[src/rtl/tlb_assoc.sv]
// tlb_assoc: set-associative Sv32 TLB for one memory port (I or D).
//
// It translates a virtual address to a PPN and checks the R/W/X/U/A/D
// permissions. On a miss it asks the page-table walker for the leaf PTE and
// fills the entry. It supports sfence.vma, either for one ASID or for all
// entries. When satp is bare or the hart is in M-mode, the address passes
// through untranslated.
//
// Ports
//   CLK, nRST                     clock, asynchronous active-low reset
//   satp_mode, satp_asid          translation enable and current ASID
//   priv_level, sum               privilege (U=0, S=1, M=3) and mstatus.SUM
//   req_valid/ready/vaddr/acc     translation request (acc: 0 ld, 1 st, 2 fetch)
//   rsp_valid/ppn/fault           one-cycle response pulse
//   walk_req/vpn                  walk request, held until walk_done
//   walk_done/pte/mega/err        walk result (one-cycle pulse)
//   flush_req/all/asid            sfence.vma, accepted while req_ready=1
//   flush_done                    pulses on the last flush cycle
//
// state   | meaning
// --------+------------------------------------------------------------
// S_IDLE  | ready for a request or a flush; lookup happens here
// S_RESP  | registered response presented (rsp_valid=1)
// S_WALK  | miss outstanding, walk_req held until walk_done
// S_FLUSH | invalidating one set per cycle, index 0..SETS-1
module tlb_assoc #(
  parameter int SETS   = 8,
  parameter int WAYS   = 2,
  parameter int ASID_W = 9,
  parameter int PPN_W  = 22
) (
  input  logic              CLK,
  input  logic              nRST,
  input  logic              satp_mode,
  input  logic [ASID_W-1:0] satp_asid,
  input  logic [1:0]        priv_level,
  input  logic              sum,
  input  logic              req_valid,
  output logic              req_ready,
  input  logic [31:0]       req_vaddr,
  input  logic [1:0]        req_acc,
  output logic              rsp_valid,
  output logic [PPN_W-1:0]  rsp_ppn,
  output logic              rsp_fault,
  output logic              walk_req,
  output logic [19:0]       walk_vpn,
  input  logic              walk_done,
  input  logic [31:0]       walk_pte,
  input  logic              walk_mega,
  input  logic              walk_err,
  input  logic              flush_req,
  input  logic              flush_all,
  input  logic [ASID_W-1:0] flush_asid,
  output logic              flush_done
);

  localparam int IDX_W = $clog2(SETS);
  localparam int WAY_W = (WAYS > 1) ? $clog2(WAYS) : 1;

  localparam logic [1:0] ACC_STORE = 2'd1;
  localparam logic [1:0] ACC_FETCH = 2'd2;
  localparam logic [1:0] PRIV_U    = 2'd0;
  localparam logic [1:0] PRIV_S    = 2'd1;
  localparam logic [1:0] PRIV_M    = 2'd3;

  typedef enum logic [1:0] {S_IDLE, S_RESP, S_WALK, S_FLUSH} state_t;
  state_t state_q, state_d;

  // Entry storage. Only the valid bits need reset; flags hold PTE[7:1] = {D,A,G,U,X,W,R}.
  logic [WAYS-1:0]   v_q    [SETS];
  logic [WAY_W-1:0]  rr_q   [SETS];
  logic [19:0]       vpn_q  [SETS][WAYS];
  logic [ASID_W-1:0] asid_q [SETS][WAYS];
  logic [PPN_W-1:0]  ppn_q  [SETS][WAYS];
  logic [7:1]        flg_q  [SETS][WAYS];
  logic              mega_q [SETS][WAYS];

  logic [19:0]       rvpn_q;
  logic [1:0]        acc_q;
  logic [1:0]        priv_q;
  logic              sum_q;
  logic [PPN_W-1:0]  rsp_ppn_q;
  logic              rsp_fault_q;
  logic [IDX_W-1:0]  flush_idx_q;
  logic              flush_all_q;
  logic [ASID_W-1:0] flush_asid_q;

  logic unused_bits;
  assign unused_bits = ^{req_vaddr[11:0], walk_pte[9:8], walk_pte[0]};

  function automatic logic perm_fault(input logic [7:1] f, input logic mega,
                                      input logic [9:0] ppn_lo, input logic [1:0] acc,
                                      input logic [1:0] priv, input logic sum_i);
    logic flt;
    flt = 1'b0;
    case (acc)
      ACC_STORE: flt = !f[2] || !f[7];   // no hardware D update
      ACC_FETCH: flt = !f[3];
      default:   flt = !f[1];
    endcase
    if (f[4] && priv == PRIV_S && (acc == ACC_FETCH || !sum_i)) flt = 1'b1;
    if (!f[4] && priv == PRIV_U) flt = 1'b1;
    if (!f[6]) flt = 1'b1;
    if (mega && ppn_lo != 10'd0) flt = 1'b1;
    return flt;
  endfunction

  // Lookup against the incoming request
  logic [19:0]      req_vpn;
  logic [IDX_W-1:0] req_idx;
  logic             bypass;
  logic             hit;
  logic [WAY_W-1:0] hit_way;
  logic [PPN_W-1:0] hit_ppn_raw, hit_ppn;
  logic             hit_fault;

  assign req_vpn = req_vaddr[31:12];
  assign req_idx = req_vpn[IDX_W-1:0];
  assign bypass  = !satp_mode || priv_level == PRIV_M;

  always_comb begin
    hit     = 1'b0;
    hit_way = '0;
    for (int w = 0; w < WAYS; w++) begin
      if (!hit && v_q[req_idx][w] &&
          (flg_q[req_idx][w][5] || asid_q[req_idx][w] == satp_asid) &&
          (mega_q[req_idx][w] ? (vpn_q[req_idx][w][19:10] == req_vpn[19:10])
                              : (vpn_q[req_idx][w] == req_vpn))) begin
        hit     = 1'b1;
        hit_way = WAY_W'(w);
      end
    end
  end

  assign hit_ppn_raw = ppn_q[req_idx][hit_way];
  assign hit_ppn     = mega_q[req_idx][hit_way] ? {hit_ppn_raw[PPN_W-1:10], req_vpn[9:0]}
                                                : hit_ppn_raw;
  assign hit_fault   = perm_fault(flg_q[req_idx][hit_way], mega_q[req_idx][hit_way],
                                  hit_ppn_raw[9:0], req_acc, priv_level, sum);

  // Walk result and fill
  logic [IDX_W-1:0] fill_idx;
  logic [PPN_W-1:0] pte_ppn, walk_ppn;
  logic             walk_fault;
  logic             fill_en;
  logic             have_inv;
  logic [WAY_W-1:0] victim;

  assign fill_idx   = rvpn_q[IDX_W-1:0];
  assign pte_ppn    = walk_pte[10 +: PPN_W];
  assign walk_ppn   = walk_mega ? {pte_ppn[PPN_W-1:10], rvpn_q[9:0]} : pte_ppn;
  assign walk_fault = walk_err || perm_fault(walk_pte[7:1], walk_mega, pte_ppn[9:0],
                                             acc_q, priv_q, sum_q);
  assign fill_en    = (state_q == S_WALK) && walk_done && !walk_err;

  // An empty way is taken before the round-robin victim and leaves the pointer alone
  always_comb begin
    victim   = rr_q[fill_idx];
    have_inv = 1'b0;
    for (int w = 0; w < WAYS; w++) begin
      if (!have_inv && !v_q[fill_idx][w]) begin
        have_inv = 1'b1;
        victim   = WAY_W'(w);
      end
    end
  end

  always_ff @(posedge CLK or negedge nRST) begin
    if (!nRST) state_q <= S_IDLE;
    else       state_q <= state_d;
  end

  always_comb begin
    state_d    = state_q;
    req_ready  = 1'b0;
    rsp_valid  = 1'b0;
    walk_req   = 1'b0;
    flush_done = 1'b0;
    case (state_q)
      S_IDLE: begin
        req_ready = 1'b1;
        if (flush_req)      state_d = S_FLUSH;
        else if (req_valid) state_d = (bypass || hit) ? S_RESP : S_WALK;
      end
      S_RESP: begin
        rsp_valid = 1'b1;
        state_d   = S_IDLE;
      end
      S_WALK: begin
        walk_req = 1'b1;
        if (walk_done) state_d = S_RESP;
      end
      S_FLUSH: begin
        if (flush_idx_q == IDX_W'(SETS - 1)) begin
          flush_done = 1'b1;
          state_d    = S_IDLE;
        end
      end
      default: state_d = S_IDLE;
    endcase
  end

  assign walk_vpn  = walk_req ? rvpn_q : 20'd0;
  assign rsp_ppn   = rsp_valid ? rsp_ppn_q : '0;
  assign rsp_fault = rsp_valid & rsp_fault_q;

  always_ff @(posedge CLK or negedge nRST) begin
    if (!nRST) begin
      rvpn_q       <= '0;
      acc_q        <= '0;
      priv_q       <= '0;
      sum_q        <= 1'b0;
      rsp_ppn_q    <= '0;
      rsp_fault_q  <= 1'b0;
      flush_idx_q  <= '0;
      flush_all_q  <= 1'b0;
      flush_asid_q <= '0;
      for (int s = 0; s < SETS; s++) begin
        v_q[s]  <= '0;
        rr_q[s] <= '0;
      end
    end else begin
      case (state_q)
        S_IDLE: begin
          if (flush_req) begin
            flush_idx_q  <= '0;
            flush_all_q  <= flush_all;
            flush_asid_q <= flush_asid;
          end else if (req_valid) begin
            rvpn_q <= req_vpn;
            acc_q  <= req_acc;
            priv_q <= priv_level;
            sum_q  <= sum;
            if (bypass) begin
              rsp_ppn_q   <= PPN_W'(req_vpn);
              rsp_fault_q <= 1'b0;
            end else if (hit) begin
              rsp_ppn_q   <= hit_fault ? '0 : hit_ppn;
              rsp_fault_q <= hit_fault;
            end
          end
        end
        S_WALK: begin
          if (walk_done) begin
            rsp_ppn_q   <= walk_fault ? '0 : walk_ppn;
            rsp_fault_q <= walk_fault;
            if (!walk_err) begin
              v_q[fill_idx][victim] <= 1'b1;
              if (!have_inv)
                rr_q[fill_idx] <= (rr_q[fill_idx] == WAY_W'(WAYS - 1)) ? '0
                                                                      : rr_q[fill_idx] + 1'b1;
            end
          end
        end
        S_FLUSH: begin
          for (int w = 0; w < WAYS; w++) begin
            if (flush_all_q ||
                (!flg_q[flush_idx_q][w][5] && asid_q[flush_idx_q][w] == flush_asid_q))
              v_q[flush_idx_q][w] <= 1'b0;
          end
          flush_idx_q <= flush_idx_q + 1'b1;
        end
        default: ;
      endcase
    end
  end

  always_ff @(posedge CLK) begin
    if (fill_en) begin
      vpn_q[fill_idx][victim]  <= rvpn_q;
      asid_q[fill_idx][victim] <= satp_asid;
      ppn_q[fill_idx][victim]  <= pte_ppn;
      flg_q[fill_idx][victim]  <= walk_pte[7:1];
      mega_q[fill_idx][victim] <= walk_mega;
    end
  end

endmodule

[config.mk]
export PLATFORM = sky130hd
export DESIGN_NAME = tlb_assoc
export DESIGN_NICKNAME = d
export VERILOG_FILES = /design/src/rtl/tlb_assoc.sv
export SDC_FILE = /design/constraint.sdc
export NUM_CORES = 1
export LEC_CHECK = 0
export BUFFER_PORTS_ARGS = -buffer_cell sky130_fd_sc_hd__buf_2
export CORE_MARGIN = 2
export CORE_UTILIZATION = 50
export DETAILED_ROUTE_END_ITERATION = 10
export PLACE_DENSITY = 0.66
export SLEW_MARGIN = 15
export SYNTH_ARGS = -nofsm -noshare
export SYNTH_HDL_FRONTEND = slang
export SYNTH_SLANG_ARGS = --single-unit
export TNS_END_PERCENT = 10
[constraint.sdc]
create_clock -name CLK -period 7.4 [get_ports CLK]
set_clock_uncertainty 0.1 [all_clocks]
set_input_delay 1.11 -clock CLK [delete_from_list [all_inputs] [get_ports CLK]]
set_output_delay 1.11 -clock CLK [all_outputs]
set_load 0.05 [all_outputs]
==> results.tsv <==
stage	metric	value	unit
status	run status	finished clean	
setup_path	crit path max fanout	60	
yosys	syn avg cell area	18.48	µm²
setup_path	r2r startpoint	state_q[0]	
routing	DRC viols	0	
worst_hold_path	worst hold path class	in -> async	
power_and_ir_drop	power per cell area	316.3	nW/µm²
global_routing	grt ovf	0	
yosys	synth top area cells	edfxtp_1, mux4_2, dfrtp_1	
die	I/O pin count	143	
global_routing	vias in the first global route	23870	
die	cell row count	107	
setup_path	Setup Crit Path Kind	in -> reg	
cts	CTS tree	yes	
power_and_ir_drop	Logic pwr share	0.168	
yosys	Primary FF master, synth	edfxtp_1	
finish	P&R area growth vs syn	12.83	%
sta	Tcrit/Tclk final	0.7904	
yosys	area leader, netlist	edfxtp_1	
global_routing	largest net degree at the start of global routing	87	
power_and_ir_drop	P_leak	16.11	nW
flow_run	Max Cap Viol	0	
routing	total number of vias	23710	
yosys	post-synth top area share	0.6627	
global_routing	first-pass GRT wire length	161600	µm
sta	Final Max Slew Viols	0	
sta	Post-Route Setup TNS	0	ns
yosys	EDFF count, synth	944	
setup_path	register-to-register setup slack	2.59	ns
yosys	most common cell in the netlist	edfxtp_1	
finish	Final nets	2589	
sta	fmax	0.1710	GHz
power_and_ir_drop	sequential power share	0.491	
power_and_ir_drop	Cell Int Power	10.86	mW
placement	PortBufs	127	
die	Initial Utilization	0.5031	
power_and_ir_drop	total power	15.27	mW
setup_path	worst setup path end	rsp_ppn_q[4]	
sta	Final min period	5.849	ns
sta	Final setup viols	0	
cts	# clock sinks	1031	
yosys	top post-synthesis cells by count	edfxtp_1, mux4_2, mux2i_1	
sta	unrepaired setup endpoints after global routing	false	
sta	worst slew pin tran	1.159	ns
placement	gpl congestion	0.8373	
die	Die H	296.5	µm
die	Core Box Area	85010	µm²
yosys	cell area after synthesis	42770	µm²
yosys	Async S/R FF share, synth	0.08438	
power_and_ir_drop	Sw Pwr	4.401	mW
global_routing	initial antenna violation count	10	
cts	Setup Buffers After CTS	0	
routing	Iteration-0 DRC Markers	2771	
yosys	Syn Inst Count	2314	
cts	# hold bufs at CTS	0	
routing	router iterations before antenna repair	6	
cts	clk slew on worst S/H paths	0.06	ns
sta	slew margin rel.	0.2275	
global_routing	All-Layer GR Usage	0.2558	
power_and_ir_drop	clock power share	0.341	
routing	Detailed Route WL	111300	µm
die	Die X	296.5	µm
yosys	Syn Nets	2416	
finish	Layout fillers	6348	
power_and_ir_drop	Peak VDD IR	0.3084	mV
yosys	flops & latches, synth	1031	
die	die area	87900	µm²
setup_path	worst endpoint required time	7.86	ns
setup_path	crit path DAT	6.31	ns
cts	Resized cells post-CTS	0	
setup_path	Critical Path Start Type	primary input	
yosys	post-synth cell types	85	
yosys	Ys Warns	0	
setup_path	Worst R2R End	flg_q[6][6]	
power_and_ir_drop	Sw Share	0.2883	
setup_path	Worst Reg-to-Reg Cells	8	
finish	Util after Layout	0.5677	
setup_path	beginning of the critical path	req_vaddr[14]	
routing	ANT nets after route	0	
sta	Hold Fails Final Rpt	0	
yosys	Seq/Total Area, Yosys	0.7136	
cts	Max Root-Sink Buffers	3	
cts	clk_lat worst skew	0.68	ns
routing	vias per std cell	6.365	
placement	placed wire-length estimate	65260	µm
routing	WL/cell	29.87	µm
cts	CTS H-tree depth	3	
cts	Clock Tree Root	clkbuf_16	
setup_path	CP endpoint kind	register	
finish	share of cells above drive strength 1	0.2486	
cts	Num CTS Buffers	106	
[kinds of logic after synthesis]
logic type | share of synthesized area
fa+ha+maj | 0.001755
flops | 0.7136
buf+inv | 0.01805
simple gates | 0.04549
xor+xnor | 0.01167
compound gates | 0.05935
mux | 0.1500
[how the worst min path moves through the flow]
| stage | start | end | depth (start not counted) |
|---|---|---|---|
| 6_report | nRST | flush_asid_q[7] | 1 |
| 5_1_grt | nRST | rvpn_q[16] | 1 |
| 4_1_cts | nRST | flush_asid_q[7] | 1 |
| 3_5_place_dp | priv_q[1] | priv_q[1] | 1 |
| 3_3_place_gp | rr_q[0] | rr_q[0] | 1 |
| 2_1_floorplan | rsp_fault_q | rsp_fault_q | 1 |
[final cells by class]
cell class              count  area [µm²]  area share
diodes                      3       7.507   0.0001556
clock buffers             139        2826     0.05857
clock inverters            60       571.8     0.01185
inverters                  20       75.07    0.001556
multi-input cells        1139       11650      0.2415
flip-flops and latches   1031       30520      0.6325
well taps                1144        1431     0.02966
repair buffers            189        1167     0.02419
[per-stage QoR]
step                instances  setup WS, ns  cell area (µm²)  hold WS, ns
detailed placement       3523        0.9414            44850       0.4014
finish                   3725         1.551            48260       0.3786
global placement         3523        0.9797            44850       0.3921
CTS                      3722         1.637            48250       0.3742
floorplan                2314         2.086            42770       0.3735
global route             3722         1.345            48250       0.3885
[critical path: stages]
cell       delay [ns]
buf_6            0.58
buf_4            0.57
mux4_2           0.39
mux2i_1          0.22
xor2_1           0.29
o2111ai_1        0.14
or4b_1           0.62
a2111oi_4        0.73
o31ai_4          0.11
buf_4            0.30
nand2_2          0.63
mux2_2           0.42
o211a_1          0.11
[sequential cells by signal, indices dropped and copies added, names as in the netlist]
signal and count:
sum_q 1, priv_q 2, flush_all_q 1, state_q 2, flg_q 112, acc_q 2, flush_asid_q 9, rsp_ppn_q 22
ppn_q 352, flush_idx_q 3, rvpn_q 20, vpn_q 320, mega_q 16, rr_q 8, asid_q 144, rsp_fault_q 1
v_q 16
[layer usage]
| metal | share of wire | up-vias | GRT usage |
|---|---|---|---|
| met4 | 0.029 | 14 | 0.08142 |
| met3 | 0.088 | 214 | 0.04984 |
| met1 | 0.41 | 12420 | 0.3626 |
| met5 | 0.00080 | - | 0 |
| met2 | 0.47 | 1141 | 0.4040 |
| li1 | - | 9921 | - |
[power by group through the flow]
stage	logic (mW)	registers (mW)	clock network [mW]
4_1_cts	2.54	7.47	5.28
2_1_floorplan	1.74	7.35	0
3_5_place_dp	2.53	7.60	0
5_1_grt	2.72	7.53	5.51
6_report	2.56	7.49	5.21
3_3_place_gp	2.48	7.54	0
[cells in the final DEF (no fill, tap or decap), types with 35 or more instances in the layout]
cell and instances:
a22oi_1 92, and2_1 47, buf_2 123, buf_4 60, clkbuf_16 106, dfrtp_1 87
edfxtp_1 944, mux2_2 64, mux2i_1 142, mux4_2 184, nand2_1 48, nand3_1 35
nor2_1 54, o21ai_0 63
No activity file was read; power rests on OpenSTA's default activity.
